[src/rtl/unified_mem_arbiter_if.sv]
// Requester and RAM-side signals of the unified memory arbiter.
// master = requesters plus the RAM read-data source; slave = the arbiter itself.
interface unified_mem_arbiter_if #(
  parameter int ADDR_W = 8,
  parameter int DATA_W = 32
);
  logic              if_req;
  logic [31:0]       if_addr;
  logic              if_ack;
  logic [DATA_W-1:0] if_rdata;

  logic              mem_req;
  logic [3:0]        mem_wen;
  logic [31:0]       mem_addr;
  logic [DATA_W-1:0] mem_wdata;
  logic              mem_ack;
  logic [DATA_W-1:0] mem_rdata;

  logic              dbg_req;
  logic [31:0]       dbg_addr;
  logic              dbg_ack;
  logic [DATA_W-1:0] dbg_rdata;

  logic              ram_en;
  logic [3:0]        ram_wen;
  logic [ADDR_W-1:0] ram_addr;
  logic [DATA_W-1:0] ram_wdata;
  logic [DATA_W-1:0] ram_rdata;

  logic              busy;

  modport master (
    output if_req, if_addr, mem_req, mem_wen, mem_addr, mem_wdata,
           dbg_req, dbg_addr, ram_rdata,
    input  if_ack, if_rdata, mem_ack, mem_rdata, dbg_ack, dbg_rdata,
           ram_en, ram_wen, ram_addr, ram_wdata, busy
  );

  modport slave (
    input  if_req, if_addr, mem_req, mem_wen, mem_addr, mem_wdata,
           dbg_req, dbg_addr, ram_rdata,
    output if_ack, if_rdata, mem_ack, mem_rdata, dbg_ack, dbg_rdata,
           ram_en, ram_wen, ram_addr, ram_wdata, busy
  );
endinterface

[src/rtl/unified_mem_arbiter.sv]
// Shares one single-port synchronous-read RAM among IF, MEM and DBG requesters,
// one access in flight at a time, with a one-cycle ack to the winner.
module unified_mem_arbiter #(
  parameter int ADDR_W       = 8,
  parameter int DATA_W       = 32,
  parameter int STARVE_LIMIT = 4
) (
  input  logic                 clk,
  input  logic                 resetn,
  unified_mem_arbiter_if.slave bus
);
  typedef enum logic [1:0] {IDLE, ACCESS, RESP} state_t;
  typedef enum logic [1:0] {GNT_IF, GNT_MEM, GNT_DBG} grant_t;

  localparam int CNT_W = (STARVE_LIMIT < 1) ? 1 : $clog2(STARVE_LIMIT + 1);

  state_t            state;
  grant_t            grant;
  grant_t            winner;
  logic              grant_read;
  logic              any_req;
  logic [CNT_W-1:0]  starve_cnt;
  logic [DATA_W-1:0] if_hold, mem_hold, dbg_hold;
  logic              unused_addr_bits;

  assign unused_addr_bits = ^{bus.if_addr[31:ADDR_W+2],  bus.if_addr[1:0],
                              bus.mem_addr[31:ADDR_W+2], bus.mem_addr[1:0],
                              bus.dbg_addr[31:ADDR_W+2], bus.dbg_addr[1:0]};

  // Starved DBG overrides the fixed MEM > IF > DBG order.
  always_comb begin
    any_req = bus.if_req | bus.mem_req | bus.dbg_req;
    winner  = GNT_DBG;
    if (bus.dbg_req && (starve_cnt == CNT_W'(STARVE_LIMIT))) winner = GNT_DBG;
    else if (bus.mem_req)                                    winner = GNT_MEM;
    else if (bus.if_req)                                     winner = GNT_IF;
  end

  always_ff @(posedge clk) begin
    if (!resetn) begin
      state         <= IDLE;
      grant         <= GNT_IF;
      grant_read    <= 1'b0;
      starve_cnt    <= '0;
      bus.busy      <= 1'b0;
      bus.ram_en    <= 1'b0;
      bus.ram_wen   <= 4'b0;
      bus.ram_addr  <= '0;
      bus.ram_wdata <= '0;
      bus.if_ack    <= 1'b0;
      bus.mem_ack   <= 1'b0;
      bus.dbg_ack   <= 1'b0;
      if_hold       <= '0;
      mem_hold      <= '0;
      dbg_hold      <= '0;
    end else begin
      bus.if_ack  <= 1'b0;
      bus.mem_ack <= 1'b0;
      bus.dbg_ack <= 1'b0;
      if (!bus.dbg_req) starve_cnt <= '0;
      case (state)
        IDLE: begin
          if (any_req) begin
            state      <= ACCESS;
            bus.busy   <= 1'b1;
            bus.ram_en <= 1'b1;
            grant      <= winner;
            case (winner)
              GNT_MEM: begin
                bus.ram_addr  <= bus.mem_addr[ADDR_W+1:2];
                bus.ram_wen   <= bus.mem_wen;
                bus.ram_wdata <= bus.mem_wdata;
                grant_read    <= (bus.mem_wen == 4'b0);
              end
              GNT_IF: begin
                bus.ram_addr  <= bus.if_addr[ADDR_W+1:2];
                bus.ram_wen   <= 4'b0;
                bus.ram_wdata <= '0;
                grant_read    <= 1'b1;
              end
              default: begin
                bus.ram_addr  <= bus.dbg_addr[ADDR_W+1:2];
                bus.ram_wen   <= 4'b0;
                bus.ram_wdata <= '0;
                grant_read    <= 1'b1;
              end
            endcase
            if (bus.dbg_req)
              starve_cnt <= (winner == GNT_DBG) ? '0 : starve_cnt + CNT_W'(1);
          end
        end
        ACCESS: begin
          state       <= RESP;
          bus.ram_en  <= 1'b0;
          bus.ram_wen <= 4'b0;
          case (grant)
            GNT_MEM: bus.mem_ack <= 1'b1;
            GNT_IF:  bus.if_ack  <= 1'b1;
            default: bus.dbg_ack <= 1'b1;
          endcase
        end
        RESP: begin
          state    <= IDLE;
          bus.busy <= 1'b0;
          if (grant_read) begin
            case (grant)
              GNT_MEM: mem_hold <= bus.ram_rdata;
              GNT_IF:  if_hold  <= bus.ram_rdata;
              default: dbg_hold <= bus.ram_rdata;
            endcase
          end
        end
        default: state <= IDLE;
      endcase
    end
  end

  // The synchronous RAM delivers data during RESP, so the winner sees it
  // alongside its ack; the hold register keeps it from then on.
  assign bus.if_rdata  = (state == RESP && grant == GNT_IF  && grant_read) ? bus.ram_rdata : if_hold;
  assign bus.mem_rdata = (state == RESP && grant == GNT_MEM && grant_read) ? bus.ram_rdata : mem_hold;
  assign bus.dbg_rdata = (state == RESP && grant == GNT_DBG && grant_read) ? bus.ram_rdata : dbg_hold;
endmodule

[src/flat_wrapper.sv]
// flat-port wrapper written by rule: the top's interface ports become plain ports
module unified_mem_arbiter_flat 
#(
  parameter int ADDR_W       = 8,
  parameter int DATA_W       = 32,
  parameter int STARVE_LIMIT = 4
)
  (clk, resetn, bus_if_req, bus_if_addr, bus_mem_req, bus_mem_wen, bus_mem_addr, bus_mem_wdata, bus_dbg_req, bus_dbg_addr, bus_ram_rdata, bus_if_ack, bus_if_rdata, bus_mem_ack, bus_mem_rdata, bus_dbg_ack, bus_dbg_rdata, bus_ram_en, bus_ram_wen, bus_ram_addr, bus_ram_wdata, bus_busy);
  unified_mem_arbiter_if #(.ADDR_W(ADDR_W), .DATA_W(DATA_W)) bus_i ();
  input  logic clk;
  input  logic resetn;
  input wire logic [$bits(bus_i.if_req)-1:0] bus_if_req;
  input wire logic [$bits(bus_i.if_addr)-1:0] bus_if_addr;
  input wire logic [$bits(bus_i.mem_req)-1:0] bus_mem_req;
  input wire logic [$bits(bus_i.mem_wen)-1:0] bus_mem_wen;
  input wire logic [$bits(bus_i.mem_addr)-1:0] bus_mem_addr;
  input wire logic [$bits(bus_i.mem_wdata)-1:0] bus_mem_wdata;
  input wire logic [$bits(bus_i.dbg_req)-1:0] bus_dbg_req;
  input wire logic [$bits(bus_i.dbg_addr)-1:0] bus_dbg_addr;
  input wire logic [$bits(bus_i.ram_rdata)-1:0] bus_ram_rdata;
  output wire logic [$bits(bus_i.if_ack)-1:0] bus_if_ack;
  output wire logic [$bits(bus_i.if_rdata)-1:0] bus_if_rdata;
  output wire logic [$bits(bus_i.mem_ack)-1:0] bus_mem_ack;
  output wire logic [$bits(bus_i.mem_rdata)-1:0] bus_mem_rdata;
  output wire logic [$bits(bus_i.dbg_ack)-1:0] bus_dbg_ack;
  output wire logic [$bits(bus_i.dbg_rdata)-1:0] bus_dbg_rdata;
  output wire logic [$bits(bus_i.ram_en)-1:0] bus_ram_en;
  output wire logic [$bits(bus_i.ram_wen)-1:0] bus_ram_wen;
  output wire logic [$bits(bus_i.ram_addr)-1:0] bus_ram_addr;
  output wire logic [$bits(bus_i.ram_wdata)-1:0] bus_ram_wdata;
  output wire logic [$bits(bus_i.busy)-1:0] bus_busy;
  assign bus_i.if_req = bus_if_req;
  assign bus_i.if_addr = bus_if_addr;
  assign bus_i.mem_req = bus_mem_req;
  assign bus_i.mem_wen = bus_mem_wen;
  assign bus_i.mem_addr = bus_mem_addr;
  assign bus_i.mem_wdata = bus_mem_wdata;
  assign bus_i.dbg_req = bus_dbg_req;
  assign bus_i.dbg_addr = bus_dbg_addr;
  assign bus_i.ram_rdata = bus_ram_rdata;
  assign bus_if_ack = bus_i.if_ack;
  assign bus_if_rdata = bus_i.if_rdata;
  assign bus_mem_ack = bus_i.mem_ack;
  assign bus_mem_rdata = bus_i.mem_rdata;
  assign bus_dbg_ack = bus_i.dbg_ack;
  assign bus_dbg_rdata = bus_i.dbg_rdata;
  assign bus_ram_en = bus_i.ram_en;
  assign bus_ram_wen = bus_i.ram_wen;
  assign bus_ram_addr = bus_i.ram_addr;
  assign bus_ram_wdata = bus_i.ram_wdata;
  assign bus_busy = bus_i.busy;
  unified_mem_arbiter #(.ADDR_W(ADDR_W), .DATA_W(DATA_W), .STARVE_LIMIT(STARVE_LIMIT)) u_core (.clk(clk), .resetn(resetn), .bus(bus_i));
endmodule
[config.mk]
export PLATFORM = sky130hd
export DESIGN_NAME = unified_mem_arbiter_flat
export DESIGN_NICKNAME = d
export VERILOG_FILES = /design/src/rtl/unified_mem_arbiter_if.sv /design/src/rtl/unified_mem_arbiter.sv /design/src/flat_wrapper.sv
export SDC_FILE = /design/constraint.sdc
export NUM_CORES = 1
export LEC_CHECK = 0
export BUFFER_PORTS_ARGS = -buffer_cell sky130_fd_sc_hd__buf_2
export CAP_MARGIN = 20
export CORE_MARGIN = 4
export CORE_UTILIZATION = 43
export DETAILED_ROUTE_END_ITERATION = 6
export GPL_TIMING_DRIVEN = 0
export PLACE_DENSITY = 0.82
export RECOVER_POWER = 100
export SLEW_MARGIN = 30
export SYNTH_ARGS = -nofsm -noshare
export SYNTH_HDL_FRONTEND = slang
export SYNTH_SLANG_ARGS = --single-unit
[constraint.sdc]
create_clock -name clk -period 1.6 [get_ports clk]
set_input_delay 0.32 -clock clk [delete_from_list [all_inputs] [get_ports clk]]
set_output_delay 0.32 -clock clk [all_outputs]
set_load 0.03 [all_outputs]
==> impl_metrics.yaml, run 1 <==
final_layout:
  multi_input_area_um2: 4140
  seq_area_um2: 3080
  nNetsFinal: 1237
  areaGrowthSynthToFinish_pct: 48.2
  drive_above_1_share_pct: 42.7
  fin_area_um2: 10700
  diodes: 0
  fillers: 1232
floorplan:
  start_util_pct: 43.7
  die_h_um: 138
  ioPinCount: 314
  die_x_um: 138
  die_area_um2: 18900
  rows: 47
  core-area_um2: 16500
pwr:
  power_density_nw_per_um2: 881
  p_int_uw: 6930
  p_sw_share_pct: 26.5
  power_frac_clock_pct: 43.3
  p_comb_share_pct: 14.1
  power_switching_uw: 2500
  vdd_drop_max_mv: 0.714
  leakage_uw: 0.00460
  seqPwrFrac_pct: 42.6
synthesis:
  syn_avg_cell_area_um2: 9.32
  synthFlopType: "dfxtp_1"
  synth_top_cell_area_share_pct: 42.4
  synth_area_um2: 7220
  yosys_warnings: 0
  synth_area_leaders: "dfxtp_1 42%, nand2_1 13%, mux2_2 10%"
  ys_types: 43
  seq_area_frac_synth_pct: 42.4
  synth_top_cell_by_area: "dfxtp_1"
  async_reset_ff_share_pct: 0
  synth.most_common_cell: "nand2_1"
  ys_ff_latch: 153
  synth_cells: 775
  synth_edf_count: 0
  synth_nets: 946
  synth_common_cells: "242 x nand2_1, 153 x dfxtp_1, 66 x mux2_2, 64 x mux2i_1, 36 x o22ai_1"
sta:
  hold_viol_final: 0
  worst_pin_slew_ns: 0.672
  rsz0062_at_grt: "true"
  relSlewSlack_pct: 55.2
  fmax_mhz: 444
  post-route-period-util_pct: 141
  layout_setup_ws_ns: -0.653
  fin_skew_ns: 0.00958
  setup_viol: 99
  final.min_clock_period_ns: 2.25
  slew_violations: 0
placed_design:
  dp_hpwl_um: 16200
  gp_congestion: 0.826
  io_buffers: 240
  pre_cts_ws_ns: -0.369
  placed_cell_area_um2: 8990
min_path:
  whs_endpoint: "u_core.bus.ram_wdata[9]"
  hp-start: "bus_mem_wdata[9]"
  hold_depth: 3
  hp-class: "primary input to register"
global_route:
  grt_pass1_vias: 6898
  grt_max_degree: 17
  grt_use_total_pct: 24.7
  grt_pass1_wl_um: 36100
  antenna_found_initial: 0
  grt.overflow.total: 0
detailed_routing:
  vias: 6777
  vias_per_cell: 5.22
  post_drt_wl_per_cell_um: 18.5
  drt_first_pass_iters: 5
  wl_um: 24000
  post-route-drc-count: 0
  dr.first_iter.drc_count: 325
  ant_nets: 0
clock_network:
  clk_latency_ns: 0.43
  h-tree-depth: 4
  clk_path_buf_depth: 2
  root_buffer: "clkbuf_16"
  path_clk_slew_ns: 0.06
  ctsHoldBuffers: 0
  cts_tree: "yes"
  clkSinkCount: 153
  cts_made_buffers: 17
run_status:
  status: "complete, but fails checks"
  failed_checks: "negative setup slack"
flow_run:
  cap_violations: 0
setup_path:
  r2r_slack_ns: -0.01
  path_class: "register to output port"
  reg2reg_depth: 6
  required_ns: 1.28
  startpoint_type: "register"
  crit_path_max_fanout: 10
  rr_startpoint: "u_core.state[0]"
  r2r-end: "u_core.bus.ram_addr[3]"
  worst_ep_arrival_time_ns: 1.93
  critPathCaptureType: "output port"
[worst max path at each step]
stage                     from                end  slack (ns)  cells after the start
6_report       u_core.state[0]   bus_if_rdata[17]       -0.65                      6
3_5_place_dp   u_core.state[1]  bus_dbg_rdata[10]       -0.37                      6
3_3_place_gp   u_core.state[1]  bus_dbg_rdata[30]       -0.37                      6
4_1_cts        u_core.state[1]   bus_if_rdata[19]       -0.70                      7
5_1_grt        u_core.state[0]   bus_if_rdata[17]       -0.71                      6
2_1_floorplan  u_core.state[1]  bus_dbg_rdata[10]       -0.05                      5
[registers in the layout (all words and copies together), names as in the netlist]
name / flops
u_core.bus.busy: 1
u_core.starve_cnt: 3
u_core.bus.ram_addr: 8
u_core.bus.ram_wdata: 32
u_core.mem_hold: 32
u_core.state: 2
u_core.if_hold: 32
u_core.bus.ram_wen: 4
u_core.grant_read: 1
u_core.bus.if_ack: 1
u_core.bus.ram_en: 1
u_core.bus.mem_ack: 1
u_core.dbg_hold: 32
u_core.bus.dbg_ack: 1
u_core.grant: 2
[cells in the final DEF (no fill, tap or decap), drive strengths merged, types with 3 or more instances in the layout]
master    instances
buf             309
nand2           242
dfxtp           153
mux2             96
mux2i            64
clkbuf           49
o22ai            36
a21boi           35
a21oi             9
nand2b            9
nand3b            9
o221a             9
a221o             8
nand3             7
nor2              6
inv               6
clkinvlp          4
o21ai             3
nor3              3
nand4b            3
[power groups by stage]
stage / clock network [µW] / logic, µW / registers (µW)
floorplan: 0 / 579 / 4260
global placement: 0 / 1180 / 4090
detailed placement: 0 / 1200 / 4090
CTS: 4140 / 1270 / 4010
global route: 4300 / 1420 / 4030
finish: 4090 / 1330 / 4010
[repair_timing]
| action | 4_1_cts | 5_1_grt |
|---|---|---|
| pin swaps | 3 | 1 |
| setup buffers | 24 | 8 |
| gates cloned | 4 | 3 |
| resized for setup | 194 | 39 |
| endpoints found under the setup margin | 115 | 166 |
[layout make-up]
| cell class | count | area share, % |
|---|---|---|
| sequential | 153 | 28.8 |
| clock buffer | 23 | 4.56 |
| tap | 220 | 2.57 |
| multi-input combinational | 555 | 38.7 |
| buffer | 61 | 4.78 |
| inverter | 4 | 0.140 |
| timing repair buffer | 274 | 19.4 |
| clock inverter | 9 | 1.05 |
[critical path, stage by stage, from the launching register on]
cell	delay [ns]
dfxtp_4	0.34
nand3b_4	0.18
nor3_4	0.13
buf_6	0.18
buf_12	0.17
mux2_4	0.31
buf_2	0.18
[per-stage QoR]
stage	utilization (%)	hold WS [ns]	std cells	setup TNS (ns)	power (µW)
after detailed placement	54.4	0.444	1235	-36.45	5290
final	64.8	0.134	1299	-56.33	9430
after global placement	54.4	0.434	1235	-33.71	5270
after CTS	63.9	0.121	1294	-61.31	9420
after global routing	64.8	0.137	1299	-62.84	9750
after floorplan	-	0.421	775	-3.01	4840
[cells by family after synthesis]
group / after synthesis / share of synthesized area, %
AOI/OAI and AO/OA: 104 / 10.6
buffers and inverters: 67 / 5.58
and+or+nand+nor: 289 / 17.2
DFF: 153 / 42.4
muxes: 160 / 23.8
adders and majority gates: 2 / 0.347
[routing by layer]
layer | vias up | share of wire, % | track usage (%)
li1 | 3270 | - | -
met1 | 3158 | 39 | 28.5
met2 | 305 | 49 | 43.2
met3 | 44 | 9.2 | 8.04
met4 | 0 | 2.3 | 7.59
met5 | - | 0 | 0
No activity file was read; power rests on OpenSTA's default activity.
==> inputs of run 2 (changes only) <==
--- a/config.mk
+++ b/config.mk
@@ -7,11 +7,10 @@
 export LEC_CHECK = 0
 export BUFFER_PORTS_ARGS = -buffer_cell sky130_fd_sc_hd__buf_2
 export CAP_MARGIN = 20
-export CORE_MARGIN = 4
-export CORE_UTILIZATION = 43
+export CORE_UTILIZATION = 48
 export DETAILED_ROUTE_END_ITERATION = 6
 export GPL_TIMING_DRIVEN = 0
-export PLACE_DENSITY = 0.82
+export PLACE_DENSITY = 0.87
 export RECOVER_POWER = 100
 export SLEW_MARGIN = 30
 export SYNTH_ARGS = -nofsm -noshare
==> constraint.sdc (replaced) <==
create_clock -name clk -period 2.38 [get_ports clk]
set_input_delay 0.476 -clock clk [delete_from_list [all_inputs] [get_ports clk]]
set_output_delay 0.476 -clock clk [all_outputs]
set_load 0.03 [all_outputs]
==> run 2 against run 1 <==
The flow still finishes with violations (negative setup slack); combinational power down 34%; clock power shrank 32%; utilization up 9.2 points; global-route usage up 5.4 points; cell count is 2.7% lower; setup slack better by 0.51 ns; worst hold slack gained 0.16 ns; count of clock-buffer cells in the layout down 2; register-to-register slack improved by 0.54 ns; sequential power shrank 33%; design area is 0.81% higher; via count increased by 6.2%; highest routed layer is now met5.
==> impl_metrics.yaml, run 2 (synthesis results as in run 1) <==
global_route:
  grt_pass1_vias: 6931
  grt_max_degree: 17
  grt.overflow.total: 0
  antenna_found_initial: 1
  grt_use_total_pct: 30.0
  grt_pass1_wl_um: 36600
placed_design:
  dp_hpwl_um: 15400
  dp_cells: 1199
  io_buffers: 240
  gp_congestion: 0.835
sta:
  rsz0062_at_grt: "true"
  fin_skew_ns: 0.00841
  fmax_mhz: 397
  layout_setup_ws_ns: -0.139
  final.min_clock_period_ns: 2.52
  setup_viol: 70
  relSlewSlack_pct: 58.4
  slew_violations: 0
  hold_ws_ns: 0.291
  hold_viol_final: 0
  post-route-period-util_pct: 106
  worst_pin_slew_ns: 0.624
clock_network:
  clk_path_buf_depth: 2
  cts_tree: "yes"
  path_clk_slew_ns: 0.06
  cts_made_buffers: 17
  clkSinkCount: 153
  clk_latency_ns: 0.43
  ctsHoldBuffers: 0
  root_buffer: "clkbuf_16"
  h-tree-depth: 4
setup_path:
  startpoint_type: "register"
  path_class: "register to output port"
  r2r-end: "u_core.dbg_hold[26]"
  r2r_slack_ns: 0.53
  worst_ep_arrival_time_ns: 2.04
  rr_startpoint: "u_core.state[1]"
  required_ns: 1.90
  reg2reg_depth: 8
  critPathCaptureType: "output port"
  crit_path_max_fanout: 5
final_layout:
  nNetsFinal: 1239
  layout_commonest_cell: "nand2_1"
  areaGrowthSynthToFinish_pct: 49.4
  diodes: 0
  instances_no_fill: 1264
  drive_above_1_share_pct: 41.7
  final_cell_mix: "242 x nand2_1, 159 x buf_2, 148 x dfxtp_1"
detailed_routing:
  post_drt_wl_per_cell_um: 20.6
  vias_per_cell: 5.70
  dr.first_iter.drc_count: 563
  post-route-drc-count: 0
  ant_nets: 0
  wl_um: 26000
  drt_first_pass_iters: 5
  vias: 7200
floorplan:
  die_h_um: 125
  ioPinCount: 314
  die_x_um: 125
  die_area_um2: 15500
  core-area_um2: 14600
  start_util_pct: 49.5
  rows: 44
pwr:
  power_density_nw_per_um2: 590
  leakage_uw: 0.00463
  vdd_drop_max_mv: 0.480
min_path:
  hold_depth: 3
  whs_endpoint: "u_core.bus.ram_wdata[11]"
  hp-start: "bus_mem_wdata[11]"
  hp-class: "primary input to register"
run_status:
  status: "complete, but fails checks"
  failed_checks: "negative setup slack"
flow_run:
  cap_violations: 0
## run 2: changes by cell type in the layout (fill, tap and decap cells not counted), sizes merged
cell | before | now
buf | 309 | 310
bufinv | 2 | 3
clkbuf | 49 | 48
clkinv | 1 | 3
clkinvlp | 4 | 3
inv | 6 | 5
## run 2: metal layers
metal  track usage [%]  share of wire, %
met2              53.5                52
met5                 0             0.035
met4              14.2               4.0
met3              7.52               7.7
met1              33.2                37
## run 2: worst max path at each step
stage	startpoint	to	depth (start not counted)
after floorplan	u_core.state[1]	bus_if_rdata[0]	6
after global placement	u_core.state[0]	bus_dbg_rdata[10]	5
after detailed placement	u_core.state[0]	bus_dbg_rdata[10]	5
after CTS	u_core.state[1]	bus_if_rdata[13]	8
after global routing	u_core.state[1]	bus_if_rdata[13]	8
final	u_core.state[1]	bus_if_rdata[13]	8
## run 2: final cells by class
type | count | area [µm²]
Buffer | 63 | 462
Clock buffer | 21 | 460
Sequential cell | 153 | 3070
Multi-Input combinational cell | 555 | 4120
Timing Repair Buffer | 274 | 2280
Inverter | 4 | 15.0
Fill cell | 968 | 3800
Clock inverter | 10 | 144
Tap cell | 184 | 230
## run 2: repair_timing
item	in CTS	in global routing
resized for setup	231	119
buffers inserted	19	7
gates cloned	4	5
pin swaps	2	1
endpoints found under the setup margin	95	93
## run 2: stage by stage
step	area [µm²]	utilization [%]	power, µW	setup WS [ns]	setup TNS, ns
after floorplan	7220	-	3230	0.472	0
after global placement	8650	59.3	3510	0.145	0
after detailed placement	8650	59.3	3520	0.144	0
after CTS	10300	70.6	6320	-0.114	-3.69
after global routing	10800	73.9	6570	-0.202	-9.43
final	10800	73.9	6370	-0.139	-5.17
## run 2: critical path, stage by stage, from the launching register on
cell and delay [ns]:
dfxtp_2 0.33, buf_6 0.12, nand3b_4 0.10, nor3_4 0.13
buf_6 0.15, buf_12 0.14, buf_12 0.13, mux2_1 0.36
buf_6 0.15
## run 2: report_power, final
part	switching [µW]	internal [µW]
logic	540	342
clock network	1080	1700
registers	58.2	2640
total	1680	4690
==> inputs of run 3 (changes only) <==
--- a/config.mk
+++ b/config.mk
@@ -10,7 +10,7 @@
 export CORE_UTILIZATION = 48
 export DETAILED_ROUTE_END_ITERATION = 6
 export GPL_TIMING_DRIVEN = 0
-export PLACE_DENSITY = 0.87
+export PLACE_DENSITY = 0.79
 export RECOVER_POWER = 100
 export SLEW_MARGIN = 30
 export SYNTH_ARGS = -nofsm -noshare
==> run 3 against run 2 <==
The flow still finishes with violations (negative setup slack); worst hold slack got worse by 0.00079 ns; fmax is 5.4% higher; total power down 1.1%; first-iteration DRC count down 11%; global-route usage is 0.83 points lower; flip-flop and latch count unchanged; count of clock-buffer cells in the layout shrank 2; critical path depth decreased by 2; clock power down 2%; via count is 3.5% lower; setup slack better by 0.13 ns; die area did not move; critical path type unchanged; critical endpoint unchanged.
==> impl_metrics.yaml, run 3 (synthesis results as in run 1) <==
run_status:
  status: "complete, but fails checks"
  failed_checks: "negative setup slack"
global_route:
  antenna_found_initial: 1
  use_met2_pct: 52.2
  grt-busiest-layer: "met2"
  grt.overflow.total: 0
  grt_use_total_pct: 29.2
  use_met3_pct: 7.22
  grt_max_degree: 17
  grt_pass1_wl_um: 35600
  use_met1_pct: 32.5
  grt_pass1_vias: 6801
final_layout:
  drive_above_1_share_pct: 41.5
  nNetsFinal: 1234
  instances_no_fill: 1259
  layout_commonest_cell: "nand2_1"
  areaGrowthSynthToFinish_pct: 47.6
  final_cell_mix: "242 x nand2_1, 158 x buf_2, 148 x dfxtp_1"
  diodes: 0
  fin_util_pct: 73.1
floorplan:
  ioPinCount: 314
  die_area_um2: 15500
  die_h_um: 125
  die_x_um: 125
  rows: 44
  core-area_um2: 14600
  start_util_pct: 49.5
sta:
  hold_viol_final: 0
  layout_setup_ws_ns: -0.00932
  fin_skew_ns: 0.00863
  fin_tns_setup_ns: -0.0759
  fmax_mhz: 419
  rsz0062_at_grt: "true"
  hold_ws_ns: 0.290
  final.min_clock_period_ns: 2.39
  slew_violations: 0
  worst_pin_slew_ns: 0.636
  post-route-period-util_pct: 100
  relSlewSlack_pct: 57.6
  setup_viol: 18
setup_path:
  critPathCaptureType: "output port"
  slowest_stage: "dfxtp_4"
  required_ns: 1.90
  rr_startpoint: "u_core.starve_cnt[0]"
  r2r_slack_ns: 0.61
  startpoint: "u_core.state[0]"
  crit_cells: 6
  endpoint: "bus_if_rdata[13]"
  path_class: "register to output port"
  cp_common_cell: "buf_6"
  crit_family: "buffers and inverters"
  r2r-end: "u_core.bus.ram_addr[6]"
  crit_chain: "nand3b_4 -> nor3_4 -> buf_6 -> buf_12 -> mux2_4 -> buf_6"
  reg2reg_depth: 7
  crit_buf_inv: 3
  slowest_delay_ns: 0.35
  worst_ep_arrival_time_ns: 1.91
  startpoint_type: "register"
  crit_path_max_fanout: 10
placed_design:
  dp_cells: 1199
  io_buffers: 240
  gp_congestion: 0.838
  dp_hpwl_um: 15200
clock_network:
  clkSinkCount: 153
  h-tree-depth: 4
  cts_made_buffers: 17
  root_buffer: "clkbuf_16"
  cts_tree: "yes"
  ctsHoldBuffers: 0
  path_clk_slew_ns: 0.06
  clk_latency_ns: 0.43
  clk_path_buf_depth: 2
detailed_routing:
  vias: 6946
  ant_nets: 0
  vias_per_cell: 5.52
  wl_um: 24600
  dr.first_iter.drc_count: 500
  post_drt_wl_per_cell_um: 19.5
  drt_first_pass_iters: 5
  post-route-drc-count: 0
pwr:
  vdd_drop_max_mv: 0.497
  power_density_nw_per_um2: 591
  finalPower_uw: 6300
  leakage_uw: 0.00457
min_path:
  hp-class: "primary input to register"
flow_run:
  cap_violations: 0
run 3: per-stage QoR:
stage          setup WS (ns)  cell area, µm²
6_report            -0.00932           10700
5_1_grt              -0.0718           10700
4_1_cts               -0.119           10200
3_5_place_dp           0.141            8650
3_3_place_gp           0.172            8650
2_1_floorplan          0.472            7220
run 3: where the power goes:
part / switching [µW] / leakage (µW) / internal, µW
registers: 57.5 / 0.00124 / 2640
logic: 527 / 0.00304 / 331
clock network: 1080 / 0.000289 / 1670
total: 1660 / 0.00457 / 4640
run 3: what timing repair did:
action	CTS	global route
cloned	3	4
setup endpoints to repair	95	92
gates resized for setup	235	88
buffers inserted	19	5
pin swaps	2	1
run 3: how the worst min path moves through the flow:
stage | from | endpoint | slack [ns] | cells past startpoint
after global placement | u_core.dbg_hold[29] | u_core.dbg_hold[29] | 0.44 | 2
after floorplan | u_core.if_hold[0] | u_core.if_hold[0] | 0.43 | 2
final | bus_mem_wdata[14] | u_core.bus.ram_wdata[14] | 0.29 | 3
after global routing | bus_mem_wdata[10] | u_core.bus.ram_wdata[10] | 0.29 | 3
after detailed placement | u_core.dbg_hold[29] | u_core.dbg_hold[29] | 0.44 | 2
after CTS | bus_mem_wdata[14] | u_core.bus.ram_wdata[14] | 0.28 | 3
run 3: worst register-to-register path: stages, from the launching register on:
cell and delay, ns:
dfxtp_1 0.36, inv_1 0.07, ha_1 0.21, and3_1 0.19
buf_6 0.13, buf_4 0.16, a221o_1 0.34, o221a_1 0.20
run 3: layout make-up:
class                      count  area [µm²]
buffer                        62         454
clock buffer                  19         443
clock inverter                12         151
fill                        1041        3930
inverter                       4        15.0
multi-input combinational    555        4130
sequential                   153        3080
tap                          184         230
timing repair buffer         270        2160
run 3: routing by layer:
metal	wire length, µm	vias to the layer above
met5	17	-
met3	1580	72
met2	12600	347
met1	9560	3281
li1	-	3244
met4	789	2
